<file path="src/rtl/wrr_arb_pkg.sv">
// Shared types and constants for the weighted round-robin arbiter.
// The optional weighted-quantum feature is selected by the WRR_ARB_WEIGHT_EN macro.
package wrr_arb_pkg;

  localparam int DEF_N_REQ = 16;
  localparam int DEF_WGT_W = 4;

  typedef enum logic {
    IDLE  = 1'b0,
    GRANT = 1'b1
  } state_e;

  function automatic int clog2(input int n);
    int r;
    r = 0;
    while ((1 << r) < n) r++;
    return r;
  endfunction

endpackage

</file>
<file path="src/rtl/wrr_arb_n_if.sv">
// Request/grant bundle between the per-queue request flags, the arbiter and the TX consumer.
// slave = arbiter side, master = requester/consumer side.
interface wrr_arb_n_if
  import wrr_arb_pkg::*;
#(
  parameter int N_REQ = DEF_N_REQ,
  parameter int WGT_W = DEF_WGT_W,
  parameter int IDX_W = clog2(N_REQ)
);

  logic                   arb_ena;
  logic [N_REQ-1:0]       req;
  logic [N_REQ*WGT_W-1:0] weight;
  logic                   gnt_ready;
  logic                   gnt_valid;
  logic [N_REQ-1:0]       gnt_onehot;
  logic [IDX_W-1:0]       gnt_idx;
  logic                   gnt_last;

  modport slave (
    input  arb_ena, req, weight, gnt_ready,
    output gnt_valid, gnt_onehot, gnt_idx, gnt_last
  );

  modport master (
    output arb_ena, req, weight, gnt_ready,
    input  gnt_valid, gnt_onehot, gnt_idx, gnt_last
  );

endinterface

</file>
<file path="src/rtl/wrr_arb_n_prio_enc.sv">
// Lowest-set-bit priority encoder: one-hot winner, its binary index and an any-set flag.
module prio_enc_n
  import wrr_arb_pkg::*;
#(
  parameter  int N_REQ = DEF_N_REQ,
  localparam int IDX_W = clog2(N_REQ)
) (
  input  logic [N_REQ-1:0] req,
  output logic [N_REQ-1:0] onehot,
  output logic [IDX_W-1:0] idx,
  output logic             any
);

  // NOTE: every combinational output gets a default before any conditional write, so no latch is inferred.
  always_comb begin
    onehot = req & (~req + N_REQ'(1));
    any    = |req;
    idx    = '0;
    for (int i = N_REQ - 1; i >= 0; i--) begin
      if (req[i]) idx = IDX_W'(i);
    end
  end

endmodule

</file>
<file path="src/rtl/wrr_arb_n.sv">
// N-way weighted round-robin arbiter with valid/ready grant handshake, hold under back-pressure
// and request withdrawal. Define WRR_ARB_WEIGHT_EN to enable per-requester beat quanta.
module wrr_arb_n
  import wrr_arb_pkg::*;
#(
  parameter int N_REQ = DEF_N_REQ,
  parameter int WGT_W = DEF_WGT_W
) (
  input logic        sys_clk,
  input logic        sys_rst,
  wrr_arb_n_if.slave arb_if
);

  localparam int IDX_W = clog2(N_REQ);

  state_e           state_q, state_d;
  logic [IDX_W-1:0] gnt_idx_q, gnt_idx_d;
  logic [IDX_W-1:0] last_ptr_q, last_ptr_d;
`ifdef WRR_ARB_WEIGHT_EN
  logic [WGT_W-1:0] credit_q, credit_d;
  logic [WGT_W-1:0] load_credit;
`endif

  logic             gnt_valid;
  logic             xfer;
  logic             last_beat;
  logic             rel;
  logic [N_REQ-1:0] holder_oh;
  logic [N_REQ-1:0] pick_req;
  logic [N_REQ-1:0] pick_mask;
  logic [IDX_W-1:0] pick_ptr;

  logic [N_REQ-1:0] m_oh, u_oh;
  logic [IDX_W-1:0] m_idx, u_idx;
  logic             m_any, u_any;
  logic [IDX_W-1:0] win_idx;
  logic             win_any;

  // On release the holder is excluded and the rotation pointer advances in the same cycle,
  // so the next winner can be loaded without a bubble.
  always_comb begin
    gnt_valid = (state_q == GRANT);
    holder_oh = N_REQ'(1) << gnt_idx_q;
    xfer      = gnt_valid && arb_if.gnt_ready;
`ifdef WRR_ARB_WEIGHT_EN
    last_beat = xfer && (credit_q == WGT_W'(1));
`else
    last_beat = xfer;
`endif
    rel       = gnt_valid && (last_beat || !arb_if.req[gnt_idx_q]);
    pick_req  = rel ? (arb_if.req & ~holder_oh) : arb_if.req;
    pick_ptr  = rel ? gnt_idx_q : last_ptr_q;
    pick_mask = '0;
    for (int i = 0; i < N_REQ; i++) begin
      pick_mask[i] = (IDX_W'(i) > pick_ptr);
    end
  end

  prio_enc_n #(.N_REQ(N_REQ)) u_enc_masked (
    .req    (pick_req & pick_mask),
    .onehot (m_oh),
    .idx    (m_idx),
    .any    (m_any)
  );

  prio_enc_n #(.N_REQ(N_REQ)) u_enc_unmasked (
    .req    (pick_req),
    .onehot (u_oh),
    .idx    (u_idx),
    .any    (u_any)
  );

  assign win_idx = m_any ? m_idx : u_idx;
  assign win_any = u_any;

  logic unused_oh;
  assign unused_oh = ^{m_oh, u_oh};

`ifdef WRR_ARB_WEIGHT_EN
  // A zero weight still earns one beat so the credit counter can never underflow.
  always_comb begin
    load_credit = arb_if.weight[win_idx*WGT_W +: WGT_W];
    if (load_credit == '0) load_credit = WGT_W'(1);
  end
`else
  logic unused_weight;
  assign unused_weight = ^arb_if.weight;
`endif

  always_comb begin
    state_d    = state_q;
    gnt_idx_d  = gnt_idx_q;
    last_ptr_d = last_ptr_q;
`ifdef WRR_ARB_WEIGHT_EN
    credit_d   = credit_q;
`endif
    unique case (state_q)
      IDLE: begin
        if (arb_if.arb_ena && win_any) begin
          state_d   = GRANT;
          gnt_idx_d = win_idx;
`ifdef WRR_ARB_WEIGHT_EN
          credit_d  = load_credit;
`endif
        end
      end
      GRANT: begin
`ifdef WRR_ARB_WEIGHT_EN
        if (xfer) credit_d = credit_q - WGT_W'(1);
`endif
        if (rel) begin
          last_ptr_d = gnt_idx_q;
          if (arb_if.arb_ena && win_any) begin
            gnt_idx_d = win_idx;
`ifdef WRR_ARB_WEIGHT_EN
            credit_d  = load_credit;
`endif
          end else begin
            state_d = IDLE;
          end
        end
      end
      default: state_d = IDLE;
    endcase
  end

  // NOTE: sequential state uses non-blocking assignments so every flop samples pre-edge values.
  always_ff @(posedge sys_clk or posedge sys_rst) begin
    if (sys_rst) begin
      state_q    <= IDLE;
      gnt_idx_q  <= '0;
      last_ptr_q <= IDX_W'(N_REQ - 1);
`ifdef WRR_ARB_WEIGHT_EN
      credit_q   <= '0;
`endif
    end else begin
      state_q    <= state_d;
      gnt_idx_q  <= gnt_idx_d;
      last_ptr_q <= last_ptr_d;
`ifdef WRR_ARB_WEIGHT_EN
      credit_q   <= credit_d;
`endif
    end
  end

  always_comb begin
    arb_if.gnt_valid  = gnt_valid;
    arb_if.gnt_idx    = gnt_idx_q;
    arb_if.gnt_onehot = gnt_valid ? holder_oh : '0;
`ifdef WRR_ARB_WEIGHT_EN
    arb_if.gnt_last   = gnt_valid && (credit_q == WGT_W'(1));
`else
    arb_if.gnt_last   = gnt_valid;
`endif
  end

endmodule

</file>
<file path="src/flat_wrapper.sv">
// flat-port wrapper written by rule: the top's interface ports become plain ports
module wrr_arb_n_flat import wrr_arb_pkg::*;
#(
  parameter int N_REQ = DEF_N_REQ,
  parameter int WGT_W = DEF_WGT_W
)
  (sys_clk, sys_rst, arb_if_arb_ena, arb_if_req, arb_if_weight, arb_if_gnt_ready, arb_if_gnt_valid, arb_if_gnt_onehot, arb_if_gnt_idx, arb_if_gnt_last);
  wrr_arb_n_if #(.N_REQ(N_REQ), .WGT_W(WGT_W)) arb_if_i ();
  input logic sys_clk;
  input logic sys_rst;
  input wire logic [$bits(arb_if_i.arb_ena)-1:0] arb_if_arb_ena;
  input wire logic [$bits(arb_if_i.req)-1:0] arb_if_req;
  input wire logic [$bits(arb_if_i.weight)-1:0] arb_if_weight;
  input wire logic [$bits(arb_if_i.gnt_ready)-1:0] arb_if_gnt_ready;
  output wire logic [$bits(arb_if_i.gnt_valid)-1:0] arb_if_gnt_valid;
  output wire logic [$bits(arb_if_i.gnt_onehot)-1:0] arb_if_gnt_onehot;
  output wire logic [$bits(arb_if_i.gnt_idx)-1:0] arb_if_gnt_idx;
  output wire logic [$bits(arb_if_i.gnt_last)-1:0] arb_if_gnt_last;
  assign arb_if_i.arb_ena = arb_if_arb_ena;
  assign arb_if_i.req = arb_if_req;
  assign arb_if_i.weight = arb_if_weight;
  assign arb_if_i.gnt_ready = arb_if_gnt_ready;
  assign arb_if_gnt_valid = arb_if_i.gnt_valid;
  assign arb_if_gnt_onehot = arb_if_i.gnt_onehot;
  assign arb_if_gnt_idx = arb_if_i.gnt_idx;
  assign arb_if_gnt_last = arb_if_i.gnt_last;
  wrr_arb_n #(.N_REQ(N_REQ), .WGT_W(WGT_W)) u_core (.sys_clk(sys_clk), .sys_rst(sys_rst), .arb_if(arb_if_i));
endmodule
</file>
<file path="config.mk">
export PLATFORM = sky130hd
export DESIGN_NAME = wrr_arb_n_flat
export DESIGN_NICKNAME = d
export VERILOG_FILES = /design/src/rtl/wrr_arb_pkg.sv /design/src/rtl/wrr_arb_n_if.sv /design/src/rtl/wrr_arb_n_prio_enc.sv /design/src/rtl/wrr_arb_n.sv /design/src/flat_wrapper.sv
export SDC_FILE = /design/constraint.sdc
export NUM_CORES = 1
export LEC_CHECK = 0
export BUFFER_PORTS_ARGS = -buffer_cell sky130_fd_sc_hd__buf_4
export CORE_MARGIN = 2
export CORE_UTILIZATION = 45
export CTS_CLUSTER_DIAMETER = 200
export DETAILED_ROUTE_END_ITERATION = 6
export PLACE_DENSITY = 0.82
export SLEW_MARGIN = 30
export SYNTH_ARGS = -nofsm -noshare
export SYNTH_HDL_FRONTEND = slang
export SYNTH_SLANG_ARGS = --single-unit
</file>
<file path="constraint.sdc">
create_clock -name sys_clk -period 7.55 [get_ports sys_clk]
set_input_delay 1.1325 -clock sys_clk [delete_from_list [all_inputs] [get_ports sys_clk]]
set_output_delay 1.1325 -clock sys_clk [all_outputs]
set_load 0.01 [all_outputs]
</file>
* Yosys cells after proc, flatten, opt, wreduce, memory -nomap -nowiden
Cells that the tools add are included.
Word-level totals: register bits after elaboration 9, input port bits 84, output and inout bits 22, logic and storage cells 77
Cells by class: order comparisons 17, equal/unequal tests 1, shift-type cells 1, multiplexer cells 44, bitwise gates (word level) 4, reductions and logical operators 7
Operators with widths (count):
- 4-bit two-way mux | 36
- 16-bit AND | 2
- 4-bit > comparator, first input constant | 8
- 16-bit two-way mux | 2
- 16-bit OR reduction | 2
- 3-bit by 4-bit > comparator with 1-bit output, first input constant | 4
- 16-bit inverter | 1
- 1-bit by 4-bit << shifter with 16-bit output, first input constant | 1
- 1-bit by 4-bit > comparator with 1-bit output, first input constant | 2
- 2-bit by 4-bit > comparator with 1-bit output, first input constant | 2
- 4-bit case mux with 2 select lines | 1
- 4-bit by 5-bit < comparator with 1-bit output, second input constant | 1
- 1-bit binary-select mux with 4-bit select | 1
- 1-bit logical AND | 3
- 1-bit two-way mux | 3
- 2-bit inequality test, second input constant | 1
- 1-bit case mux with 2 select lines | 1
- 1-bit logical NOT | 1
- 1-bit logical OR | 1
- 1-bit inverter | 1

* Logic depth before layout (Yosys ltp)
Gate-level depths: netlist of the first run.
depth in word-level cells 28, depth in mapped cells 12, depth with buffers taken out 9

* Hierarchy
From an unflattened synthesis of the first run, not the netlist that was laid out.
Second synthesis, totals: cell total of the unflattened synthesis 263, area, all modules 1920.6 µm²
By module, submodules not included:
- wrr_arb_n | times used 1, cells each 159, area an instance 1232.4 µm², sequential area each 230.2 µm²
- prio_enc_n | times used 2, cells each 52, area an instance 344.1 µm², sequential area each 0.0 µm²

* Worst setup path before layout of the first run
Ideal clock, no wire load.
path type input to register, start input port arb_if_req[13], end register u_core.gnt_idx_q[1], in the netlist u_core.arb_if.gnt_idx[1], library setup time 127 ps, arrival time 3406 ps, data required time 7423 ps, slack 4017 ps, stages 10, buffers on the path 1, path through mux2i_1 a22oi_1 and3_1 clkbuf_1 o41ai_1 nand4b_1 o41ai_1 nand2b_1 or4b_1 o211ai_2
Between the ends: cells in the longest elaborated chain, start to end 28, elaborated cells between the ends (all ways) 65, those cells by class 16 x order compare; 1 x eq/ne; 40 x mux; 2 x bitwise; 6 x reduce/logical
RTL lines:
- start, declared | line flat_wrapper.sv:12 | input wire logic [$bits(arb_if_i.req)-1:0] arb_if_req;
- 1-bit binary-select mux with 4-bit select | line wrr_arb_n.sv:50 | rel = gnt_valid && (last_beat || !arb_if.req[gnt_idx_q]);
- 1-bit two-way mux (not written as such) | line wrr_arb_n.sv:50
- 1-bit logical NOT | line wrr_arb_n.sv:50
- 1-bit logical OR | line wrr_arb_n.sv:50
- 1-bit logical AND | line wrr_arb_n.sv:50
- 4-bit two-way mux
- 4-bit > comparator | line wrr_arb_n.sv:55 | pick_mask[i] = (IDX_W'(i) > pick_ptr);
- 16-bit AND | line wrr_arb_n.sv:60 | .req (pick_req & pick_mask),
- 4-bit two-way mux (16 in series) | line wrr_arb_n_prio_enc.sv:20 | if (req[i]) idx = IDX_W'(i);
- 4-bit two-way mux | line wrr_arb_n.sv:73 | assign win_idx = m_any ? m_idx : u_idx;
- 4-bit two-way mux | line wrr_arb_n.sv:99, wrr_arb_n.sv:113
- 4-bit two-way mux | line wrr_arb_n.sv:111 | if (rel) begin
- 4-bit case mux with 2 select lines | line wrr_arb_n.sv:97 | unique case (state_q)
- end signal, assigned | line wrr_arb_n.sv:138 | gnt_idx_q <= gnt_idx_d;
- end, declared | line wrr_arb_n.sv:17 | logic [IDX_W-1:0] gnt_idx_q, gnt_idx_d;
Parallel ways exist; a longest one is shown, timed or not. The select of a mux whose other input is x is not followed. A chain may end at the register's enable or synchronous reset.

* Worst setup path after layout of the first run
start register u_core.gnt_idx_q[0], in the netlist u_core.arb_if.gnt_idx[0], end register u_core.gnt_idx_q[0], in the netlist u_core.arb_if.gnt_idx[0]
Between the ends: cells in the longest elaborated chain, start to end 28, elaborated cells between the ends (all ways) 67, those cells by class 16 x order compare; 1 x eq/ne; 1 x shift; 40 x mux; 3 x bitwise; 6 x reduce/logical
RTL lines (line):
- 1-bit binary-select mux with 4-bit select | wrr_arb_n.sv:50
- 1-bit two-way mux (not written as such) | wrr_arb_n.sv:50
- 1-bit logical NOT | wrr_arb_n.sv:50
- 1-bit logical OR | wrr_arb_n.sv:50
- 1-bit logical AND | wrr_arb_n.sv:50
- 4-bit two-way mux
- 4-bit > comparator | wrr_arb_n.sv:55
- 16-bit AND | wrr_arb_n.sv:60
- 4-bit two-way mux (16 in series) | wrr_arb_n_prio_enc.sv:20
- 4-bit two-way mux | wrr_arb_n.sv:73
- 4-bit two-way mux | wrr_arb_n.sv:99, wrr_arb_n.sv:113
- 4-bit two-way mux | wrr_arb_n.sv:111
- 4-bit case mux with 2 select lines | wrr_arb_n.sv:97
Parallel ways exist; a longest one is shown, timed or not. The select of a mux whose other input is x is not followed.

==> results of run 1 <==
layer usage:
layer / part of all wire [%] / up-vias / routed length (um) / global-route usage, %
li1: - / 1031 / - / -
met1: 41 / 1042 / 2440 / 36.6
met2: 46 / 150 / 2800 / 44.1
met3: 12 / 13 / 707 / 5.83
met4: 1.4 / 0 / 83 / 7.91
met5: 0 / - / 0 / 0
worst reg2reg max path, stage by stage, from the launching register on:
cell      delay (ps)
dfrtp_1          910
mux2i_1          260
a221o_1          460
nor3b_2          850
o31ai_1          370
a311oi_1         810
nor2_1           120
a211oi_1         360
o211ai_1         150
a32oi_1          250
power groups by stage:
stage                     sequential [uW]  clock [uW]  combinational [uW]
after floorplan                       106           0                 483
after global placement                168           0                 548
after detailed placement              168           0                 555
after CTS                             167        55.9                 558
after global routing                  177        58.9                 618
final                                 171        53.1                 570
worst paths after layout:
path / start / endpoint / slack, ps / depth (start not counted)
worst max-delay path: u_core.arb_if.gnt_idx[0]$_DFFE_PP0P_ / u_core.arb_if.gnt_idx[0]$_DFFE_PP0P_ / 2930 / 9
worst min-delay path: u_core.last_ptr_q[1]$_DFFE_PP1P_ / u_core.last_ptr_q[1]$_DFFE_PP1P_ / 530 / 2
max in group asynchronous: sys_rst / u_core.last_ptr_q[2]$_DFFE_PP1P_ / 6390 / 2
worst min register to register: u_core.last_ptr_q[1]$_DFFE_PP1P_ / u_core.last_ptr_q[1]$_DFFE_PP1P_ / 530 / 2
worst max register to register: u_core.arb_if.gnt_idx[0]$_DFFE_PP0P_ / u_core.arb_if.gnt_idx[0]$_DFFE_PP0P_ / 2930 / 9
min in group asynchronous: sys_rst / u_core.arb_if.gnt_idx[0]$_DFFE_PP0P_ / 870 / 2
cell type report:
class | count | area, sq um
inverters | 20 | 75.1
fillers | 384 | 1610
flip-flops and latches | 9 | 230
multi-input cells | 207 | 1410
clock buffers | 4 | 45.0
repair buffers | 42 | 315
well taps | 48 | 60.1
sequential cells by signal, summed over array words and instances (netlist names):
register / count
u_core.arb_if.gnt_idx: 4
u_core.last_ptr_q: 4
u_core.arb_if.gnt_last: 1
synthesized netlist by cell type, types with 3 or more instances:
cell | count | area [sq um]
nand2_1 | 35 | 131
inv_1 | 20 | 75.1
nor2_1 | 17 | 63.8
o31ai_1 | 17 | 128
a21oi_1 | 10 | 50.1
nand3_1 | 10 | 50.1
nand4_1 | 10 | 62.6
mux2i_1 | 9 | 90.1
nor2b_1 | 8 | 50.1
clkbuf_1 | 7 | 26.3
o21ai_0 | 6 | 30.0
and2_1 | 5 | 31.3
dfrtp_1 | 5 | 125
nor4_1 | 5 | 31.3
o41ai_1 | 5 | 43.8
buf_2 | 4 | 20.0
dfstp_2 | 4 | 105
nand2b_1 | 4 | 25.0
or2_2 | 4 | 25.0
a221o_1 | 3 | 30.0
a32oi_1 | 3 | 26.3
buf_6 | 3 | 33.8
nor3_1 | 3 | 15.0
o211ai_1 | 3 | 22.5
per-stage QoR:
step | total power, uW | cell area, sq um | utilization (%)
2_1_floorplan | 588 | 1790 | -
3_3_place_gp | 716 | 2080 | 55.5
3_5_place_dp | 723 | 2080 | 55.5
4_1_cts | 781 | 2120 | 56.7
5_1_grt | 855 | 2130 | 56.9
6_report | 795 | 2130 | 56.9
cell families (layout without fill, tap and decap cells):
kind of cell | count (synthesis) | count (layout) | synth area share (%)
flops | 9 | 9 | 12.8
mux | 11 | 11 | 6.28
buf+inv | 36 | 66 | 9.27
compound gates | 80 | 80 | 37.0
simple gates | 116 | 116 | 34.7
==> run summary, run 1 <==
GPL Wtd Cong: 1.03
Cell Int Power: 343 uW
Mean post-synth cell area: 7.12 sq um
Critical path, cell by cell: mux2i_1 > a221o_1 > nor3b_2 > o31ai_1 > a311oi_1 > nor2_1 > a211oi_1 > o211ai_1 > a32oi_1
Commonest non-fill, non-tap cells in the layout: 42 x buf_4, 35 x nand2_1, 20 x inv_1
Seq/Total Area, Yosys: 12.8%
Antenna viol nets, final: 0
Status: finished, final reports clean
LEAKAGE: 0.000947 uW
Clock buffer depth: 2
Slew of the pin with the lowest slew margin: 1010 ps
VDD IR max: 213 uV
WL per Instance: 18.3 um
Setup violations, final: 0
Clk Latency, worst-skew pair: 220 ps
CP max-delay cell: dfrtp_1
Switching part of the total: 56.8%
Clock Power Share: 6.7%
CTS tree: built
Top-level I/O count: 106
PD cells: 373 mW/mm^2
Synthesized flop and latch total: 9
Seq pwr share: 21.5%
NumNets Final: 367
Die Ht: 67.1 um
Gate power share: 71.8%
GRT Total Usage: 27.3%
Global-route wire length before repair: 9.32 mm
Share of post-route cells with drive strength above 1: 24.5%
Placed cells: 326
Place WS: 3010 ps
Commonest non-fill, non-tap cell in the layout: buf_4
Final hold slack: 530 ps
Clock Skew: 0.493 ps
EDFF count, synth: 0
Initial antenna violation count: 0
Hold bufs inserted after CTS: 0
CP Launch Type: flop
Largest net degree at the start of global routing: 24
CTS Buf Count: 3
Post_cts resized: 0
RSZ-0062 raised after global routing: false
DRC Markers: 0
Post-Syn Nets: 336
Num rows: 22
H-tree depth: 1
Min-Delay Path Class: flop to flop
Detailed Place HPWL: 4.59 mm
Slew Viols, Final: 0
CP required: 7680 ps
CP Class: flop to flop
Core ar.: 0.00374 sq mm
CTS Sinks: 9
Number of global-route vias before repair: 1,973
Top FF cell, synth: dfrtp_1
P_sw: 452 uW
DR vias: 2,236
Worst slew margin: 32.7%
Syn-to-layout area delta: 18.8%
Maxcap violations: 0
Iter 0 DRT Violations: 313
Clock Tree Root: clkbuf_8
Synth Warn #: 0
Crit path buf inv count: 0
Crit Path Max Fanout: 23
Final Non-Filler Cells: 330
Syn Std Cell Area: 0.00179 sq mm
Setup Buffers After CTS: 0
IO Port Bufs: 41
Highest Clock Rate: 0.216 GHz
Setup_tns: 0 ps
Die W: 67.1 um
CP delay by family, top: compound AO/OA/AOI/OAI gates
Pre-antenna DRT Iters: 5
Global route overflow: 0
Min Tclk post-route: 4620 ps
Crit path largest cell delay: 910 ps
CP Data Arrival Time: 4750 ps
Period utilization: 61.2%
Final WL: 6.03 mm
Die Area: 0.00451 sq mm
Reg clk slew, reported paths: 40 ps
Yosys cell types: 62
Crit end category: flop
Post-Syn Instances: 252
Endpoints failing hold: 0
Final worst setup slack: 2930 ps
Asr flop ratio synth: 100%
Initial Utilization: 47.9%
# diodes: 0
Vias/cell: 6.78
Note: power is estimated with default switching activity, not from simulation.
==> run 2: changes to the inputs <==
--- a/config.mk
+++ b/config.mk
@@ -5,12 +5,13 @@
 export SDC_FILE = /design/constraint.sdc
 export NUM_CORES = 1
 export LEC_CHECK = 0
+export ABC_AREA = 1
 export BUFFER_PORTS_ARGS = -buffer_cell sky130_fd_sc_hd__buf_4
 export CORE_MARGIN = 2
-export CORE_UTILIZATION = 45
+export CORE_UTILIZATION = 38
 export CTS_CLUSTER_DIAMETER = 200
 export DETAILED_ROUTE_END_ITERATION = 6
-export PLACE_DENSITY = 0.82
+export PLACE_DENSITY = 0.77
 export SLEW_MARGIN = 30
 export SYNTH_ARGS = -nofsm -noshare
 export SYNTH_HDL_FRONTEND = slang
==> constraint.sdc (replaced) <==
create_clock -name sys_clk -period 3.97 [get_ports sys_clk]
set_input_delay 0.5955 -clock sys_clk [delete_from_list [all_inputs] [get_ports sys_clk]]
set_output_delay 0.5955 -clock sys_clk [all_outputs]
set_load 0.01 [all_outputs]
==> run 2 against run 1 <==
- critical path depth increased by 11
- clock power rose by 100%
- routed wire length decreased by 25%
- worst setup slack worse by 2200 ps
- count of clock-buffer cells in the layout unchanged
- critical path type unchanged
- largest power group unchanged
==> run summary, run 2 <==
Share of post-route cells with drive strength above 1: 26.8% (+2.3 points)
Global-route wire length before repair: 7.59 mm (-19%)
Hold bufs inserted after CTS: 0 (unchanged)
NumNets Final: 410 (+12%)
Top cells by area, synth: nand2_1 22%, nor2_1 13%, inv_1 10%, dfrtp_1 8.1%, dfstp_2 6.8%
LEAKAGE: 0.00104 uW (+9.5%)
EDFF count, synth: 0 (unchanged)
CTS Sinks: 9 (unchanged)
Antenna viol nets, final: 0 (unchanged)
Clk Latency, worst-skew pair: 240 ps (+20 ps)
Final WL: 4.51 mm (-25%)
Initial Utilization: 39.2% (-8.7 points)
Slew Viols, Final: 0 (unchanged)
Commonest non-fill, non-tap cells in the layout: 89 x nand2_1, 52 x nor2_1, 43 x inv_1
Area after DPL: 0.00185 sq mm (-11%)
Die W: 67.8 um (+0.93%)
Number of global-route vias before repair: 1,644 (-17%)
Die Area: 0.00459 sq mm (+1.9%)
Top-level I/O count: 106 (unchanged)
Crit end category: flop
PD cells: 736 mW/mm^2 (+97%)
Top FF cell, synth: dfrtp_1
Period utilization: 82.9% (+22 points)
Detailed Place HPWL: 3.68 mm (-20%)
Synthesized flop and latch total: 9 (unchanged)
Commonest cells post-synth: 89 x nand2_1, 52 x nor2_1, 43 x inv_1
Global route overflow: 0 (unchanged)
DR vias: 1,806 (-19%)
Vias/cell: 4.82 (-29%)
Min-Delay Path Class: input pin to asynchronous set/reset pin
Commonest non-fill, non-tap cell in the layout: nand2_1
Post-Syn Nets: 371 (+10%)
Yosys cell types: 32 (-48%)
Initial antenna violation count: 0 (unchanged)
Pre-antenna DRT Iters: 5 (unchanged)
Asr flop ratio synth: 100% (unchanged)
Synth Warn #: 0 (unchanged)
Setup_tns: 0 ps (unchanged)
Worst slew margin: 64.7% (+32 points)
Maxcap violations: 0 (unchanged)
Status: finished, final reports clean
Syn-to-layout area delta: 22.7%
Post-Syn Instances: 287 (+14%)
Seq/Total Area, Yosys: 14.9% (+2.1 points)
RSZ-0062 raised after global routing: false
Die Ht: 67.8 um (+0.93%)
Most common cell in the netlist: nand2_1
Clock Tree Root: clkbuf_8
Complex-gate fraction of the synthesized area: 15.0% (-22 points)
IO Port Bufs: 41 (unchanged)
CP required: 4150 ps (-3530 ps)
VDD IR max: 248 uV (+16%)
DRC Markers: 0 (unchanged)
Post-synthesis mux area share: 0% (-6.3 points)
Largest family of logic cells by synthesized area: simple AND/OR/NAND/NOR gates
Crit Path Max Fanout: 14 (-39%)
# diodes: 0 (unchanged)
Adder-cell share of the synthesized area: 0% (unchanged)
CP Data Arrival Time: 3470 ps (-1280 ps)
Largest net degree at the start of global routing: 15 (-38%)
Slew of the pin with the lowest slew margin: 529 ps (-476 ps)
Clock buffer depth: 2 (unchanged)
Final Instance Area: 0.00190 sq mm (-11%)
Syn Std Cell Area: 0.00155 sq mm (-14%)
Reg clk slew, reported paths: 40 ps (about the same)
Endpoints failing hold: 0 (unchanged)
CP Launch Type: flop
Min Tclk post-route: 3290 ps (-1330 ps)
Mean post-synth cell area: 5.38 sq um (-24%)
Clock Skew: 0.640 ps (+0.146 ps)
WL per Instance: 12.0 um (-34%)
Area share of the largest cell type after synthesis: 21.6% (+14 points)
Simple-Gate Fraction of Synth Area: 54.2% (+20 points)
H-tree depth: 1 (unchanged)
Post-synthesis xor/xnor area fraction: 0% (unchanged)
Highest Clock Rate: 0.304 GHz (+40%)
GRT Total Usage: 21.7% (-5.5 points)
CP Class: flop to flop
CTS Buf Count: 3 (unchanged)
Setup Buffers After CTS: 0 (unchanged)
CTS tree: built
Iter 0 DRT Violations: 155 (-50%)
Num rows: 23 (+4.5%)
Core ar.: 0.00394 sq mm (+5.3%)
Post_cts resized: 0 (unchanged)
GPL Wtd Cong: 0.900 (-13%)
Setup violations, final: 0 (unchanged)
Dominant cell type by area after synthesis: nand2_1
==> run 2: changes by cell type in the layout (fill, tap and decap cells not counted), moves of 8 or more <==
cell     change
nand2_1     +54
nand2_2     +14
mux2i_1      -9
nor2b_1      -8
o21ai_1      +8
nand4_1     -10
nor2_1      +35
inv_1       +23
o31ai_1     -16
==> run 2: where the power goes <==
part / total [uW] / leakage [uW] / internal [uW] / switching [uW]
clock network: 108 / 0.0000228 / 70.1 / 37.5
registers: 228 / 0.000102 / 143 / 85.4
logic: 1060 / 0.000912 / 347 / 712
total: 1390 / 0.00104 / 560 / 835
==> run 2: routing by layer <==
metal	GRT usage, %	part of all wire (%)
met1	30.7	47
met2	34.6	44
met3	1.67	7.3
met4	7.75	1.9
met5	0	0
==> run 2: through the flow <==
stage	cells	power, uW	hold slack [ps]	util (%)	setup WS [ps]
finish	375	1390	308	48.1	678
floorplan	287	1050	421	-	1550
CTS	375	1380	318	48.1	749
detailed placement	371	1270	511	46.9	772
global route	375	1540	340	48.1	313
global placement	371	1260	508	46.9	834
==> run 2: cells by family after synthesis <==
logic type	after synthesis
AOI/OAI and AO/OA	39
buffers and inverters	55
DFF	9
and+or+nand+nor	184
==> run 2: layout make-up <==
cell class                 instances  area [sq um]
clock buffer                       4          45.0
fill                             429          2050
inverter                          48           181
multi-input combinational        223          1070
sequential                         9           230
tap                               50          62.6
timing repair buffer              41           308
==> run 2: critical path, cell delays in order, from the launching register on <==
cell     delay, ps
dfrtp_1        630
inv_2          220
nand2_1        100
nand2_1         60
nand2_1         50
nand3_1         60
nand3_1        110
nand2_1        110
nand2_4        230
nand2_2        170
o21ai_0        390
nand2_1        150
nor2_1         180
nand2_1         80
o21ai_2        200
nor2_1         150
inv_1          100
a21oi_1         50
nand3_1         80
nand2_1         50
inv_1           40
==> run 2: path summary, 6_finish.rpt <==
check,end,slack [ps],startpoint,cells after the start
setup / recovery,u_core.arb_if.gnt_idx[0]$_DFFE_PP0P_,680,u_core.arb_if.gnt_idx[0]$_DFFE_PP0P_,20
hold / removal,u_core.arb_if.gnt_idx[3]$_DFFE_PP0P_,310,sys_rst,2
setup reg to reg,u_core.arb_if.gnt_idx[0]$_DFFE_PP0P_,680,u_core.arb_if.gnt_idx[0]$_DFFE_PP0P_,20
hold reg to reg,u_core.last_ptr_q[1]$_DFFE_PP1P_,520,u_core.last_ptr_q[1]$_DFFE_PP1P_,2
max in group asynchronous,u_core.last_ptr_q[3]$_DFFE_PP1P_,3380,sys_rst,2
min in group sys_clk,u_core.last_ptr_q[1]$_DFFE_PP1P_,520,u_core.last_ptr_q[1]$_DFFE_PP1P_,2
==> run 3: changes to the inputs <==
--- a/config.mk
+++ b/config.mk
@@ -8,10 +8,10 @@
 export ABC_AREA = 1
 export BUFFER_PORTS_ARGS = -buffer_cell sky130_fd_sc_hd__buf_4
 export CORE_MARGIN = 2
-export CORE_UTILIZATION = 38
+export CORE_UTILIZATION = 42
 export CTS_CLUSTER_DIAMETER = 200
 export DETAILED_ROUTE_END_ITERATION = 6
-export PLACE_DENSITY = 0.77
+export PLACE_DENSITY = 0.81
 export SLEW_MARGIN = 30
 export SYNTH_ARGS = -nofsm -noshare
 export SYNTH_HDL_FRONTEND = slang
==> constraint.sdc (replaced) <==
create_clock -name sys_clk -period 3.1 [get_ports sys_clk]
set_input_delay 0.465 -clock sys_clk [delete_from_list [all_inputs] [get_ports sys_clk]]
set_output_delay 0.465 -clock sys_clk [all_outputs]
set_load 0.01 [all_outputs]
==> run 3 against run 2 <==
- clock skew increased by 2.0 ps
- critical path type unchanged
- routed wire length decreased by 0.24%
- final cell count increased by 2.1%
- sequential share of layout area decreased by 0.50 points
- count of clock-buffer cells in the layout unchanged
- global-route usage increased by 0.45 points
- fmax increased by 15%
- sequential power increased by 6%
- worst setup slack got worse by 430 ps
- die area decreased by 9.0%
- non-clock buffer count increased by 10
==> run summary, run 3 (synthesis results as in run 2) <==
Status: finished, final reports clean
Maxcap violations: 0 (unchanged)
Seq. cell area: 231 sq um (+0.54%)
Global-route wire length before repair: 7.43 mm (-2.1%)
Detailed Place HPWL: 3.74 mm (+1.6%)
WL per Instance: 11.7 um (-2.3%)
Fill count: 394 (-8.2%)
Period utilization: 92.1% (+9.2 points)
Final Non-Filler Cells: 383 (+2.1%)
Core ar.: 0.00361 sq mm (-8.5%)
Min-Delay Path Class: input pin to asynchronous set/reset pin
Largest net degree at the start of global routing: 15 (unchanged)
Die Ht: 64.7 um (-4.6%)
Area after DPL: 0.00189 sq mm (+1.9%)
DRC Markers: 0 (unchanged)
Global route overflow: 0 (unchanged)
CTS tree: built
CP Data Arrival Time: 2970 ps (-500 ps)
Clock Skew: 2.61 ps (+1.97 ps)
Number of global-route vias before repair: 1,680 (+2.2%)
RSZ-0062 raised after global routing: false
Share of post-route cells with drive strength above 1: 30.4% (+3.7 points)
Vias/cell: 4.88 (+1.3%)
CP required: 3210 ps (-940 ps)
Setup_tns: 0 ps (unchanged)
Syn-to-layout area delta: 28.7%
Final WL: 4.50 mm (-0.24%)
Worst slew margin: 72.7% (+8.0 points)
Min Tclk post-route: 2860 ps (-436 ps)
DR vias: 1,869 (+3.5%)
Placed cells: 374 (+0.81%)
CTS Buf Count: 3 (unchanged)
Top-level I/O count: 106 (unchanged)
Hold bufs inserted after CTS: 0 (unchanged)
Initial antenna violation count: 0 (unchanged)
Crit end category: flop
Final core occ: 55.1% (+7.1 points)
Setup violations, final: 0 (unchanged)
CP Launch Type: flop
Die W: 64.7 um (-4.6%)
Final hold slack: 186 ps (-122 ps)
PD cells: 971 mW/mm^2 (+32%)
LEAKAGE: 0.00108 uW (+4.7%)
Clk Latency, worst-skew pair: 230 ps (about the same)
CP Class: flop to flop
VDD IR max: 380 uV (+53%)
Commonest non-fill, non-tap cell in the layout: nand2_1
H-tree depth: 1 (unchanged)
Iter 0 DRT Violations: 120 (-23%)
Clock buffer depth: 2 (unchanged)
Clock Tree Root: clkbuf_8
Initial Utilization: 42.9% (+3.7 points)
Crit Path Max Fanout: 10 (-4)
GPL Wtd Cong: 0.979 (+8.9%)
CTS Sinks: 9 (unchanged)
Die Area: 0.00418 sq mm (-9.0%)
Final Instance Area: 0.00199 sq mm (+4.9%)
Reg clk slew, reported paths: 40 ps (about the same)
Highest Clock Rate: 0.350 GHz (+15%)
IO Port Bufs: 41 (unchanged)
Pre-antenna DRT Iters: 4 (-1)
Antenna viol nets, final: 0 (unchanged)
Endpoints failing hold: 0 (unchanged)
# diodes: 0 (unchanged)
GRT Total Usage: 22.2% (+0.45 points)
Slew Viols, Final: 0 (unchanged)
NumNets Final: 420 (+2.4%)
Commonest non-fill, non-tap cells in the layout: 88 x nand2_1, 50 x nor2_1, 50 x buf_4
Num rows: 22 (-4.3%)
Area of the multi-input gates: 0.00108 sq mm (+1.2%)
Slew of the pin with the lowest slew margin: 405 ps (-124 ps)
-- run 3: cell types whose count changed in the layout (fill, tap and decap cells not counted) --
cell / before / now
nor2_2: 5 / 7
nand2_4: 3 / 4
buf_6: 0 / 1
dfrtp_1: 5 / 4
nor2_1: 52 / 50
inv_1: 43 / 42
nand2_1: 89 / 88
buf_4: 41 / 50
dfrtp_2: 0 / 1
inv_4: 0 / 1
-- run 3: path summary, 6_finish.rpt --
kind | depth (start not counted) | start | end | slack [ps]
min in group sys_clk | 3 | arb_if_arb_ena | u_core.arb_if.gnt_last$_DFF_PP0_ | 510
max in group asynchronous | 2 | sys_rst | u_core.last_ptr_q[1]$_DFFE_PP1P_ | 2620
worst max register to register | 22 | u_core.arb_if.gnt_idx[0]$_DFFE_PP0P_ | u_core.arb_if.gnt_idx[2]$_DFFE_PP0P_ | 240
worst max-delay path | 22 | u_core.arb_if.gnt_idx[0]$_DFFE_PP0P_ | u_core.arb_if.gnt_idx[2]$_DFFE_PP0P_ | 240
worst min register to register | 2 | u_core.last_ptr_q[1]$_DFFE_PP1P_ | u_core.last_ptr_q[1]$_DFFE_PP1P_ | 520
worst min-delay path | 2 | sys_rst | u_core.arb_if.gnt_last$_DFF_PP0_ | 190
-- run 3: per-layer routing --
metal  up-vias  wire length [um]  GRT usage (%)
met3         4               379           2.78
met4         0                31           4.26
li1        972                 -              -
met2        66              2080           37.4
met5         -                 0              0
met1       827              2010           30.6
-- run 3: where the power goes --
group	switching (uW)	internal, uW
Clock	44.4	89.4
Sequential	56.0	185
Combinational	1010	549
-- run 3: layout make-up --
type / instances / area share (%)
inverter: 48 / 9.25
clock buffer: 4 / 2.27
multi-input combinational: 223 / 54.4
timing repair buffer: 51 / 19.4
sequential: 9 / 11.6
tap: 48 / 3.02
-- run 3: what timing repair did --
| action | 4_1_cts | 5_1_grt |
|---|---|---|
| endpoints found under the setup margin | 0 | 4 |
| setup buffers | 0 | 5 |
| gates resized for setup | 0 | 8 |
-- run 3: stage by stage --
step / total power [uW] / worst slack (ps)
floorplan: 1340 / 685
global placement: 1640 / 254
detailed placement: 1660 / 212
CTS: 1800 / 189
global route: 2120 / 22.1
finish: 1930 / 244
-- run 3: worst max-delay path, cell delays in order, from the launching register on --
cell     delay (ps)
dfrtp_2         430
buf_6           160
nand2_2          80
nor2_1           50
nor2_1          100
nand3_1          70
nand3_1          70
nand2_1          90
nand2_4         160
buf_4           170
nand3_2          80
nand2_2         120
nand2_2          80
nor2_1          120
inv_2            60
a21oi_1         180
nor2_1           90
nand2_2          90
a31oi_1          60
o21ai_0         210
o22ai_1         120
nand2_1          80
o21ai_1          50
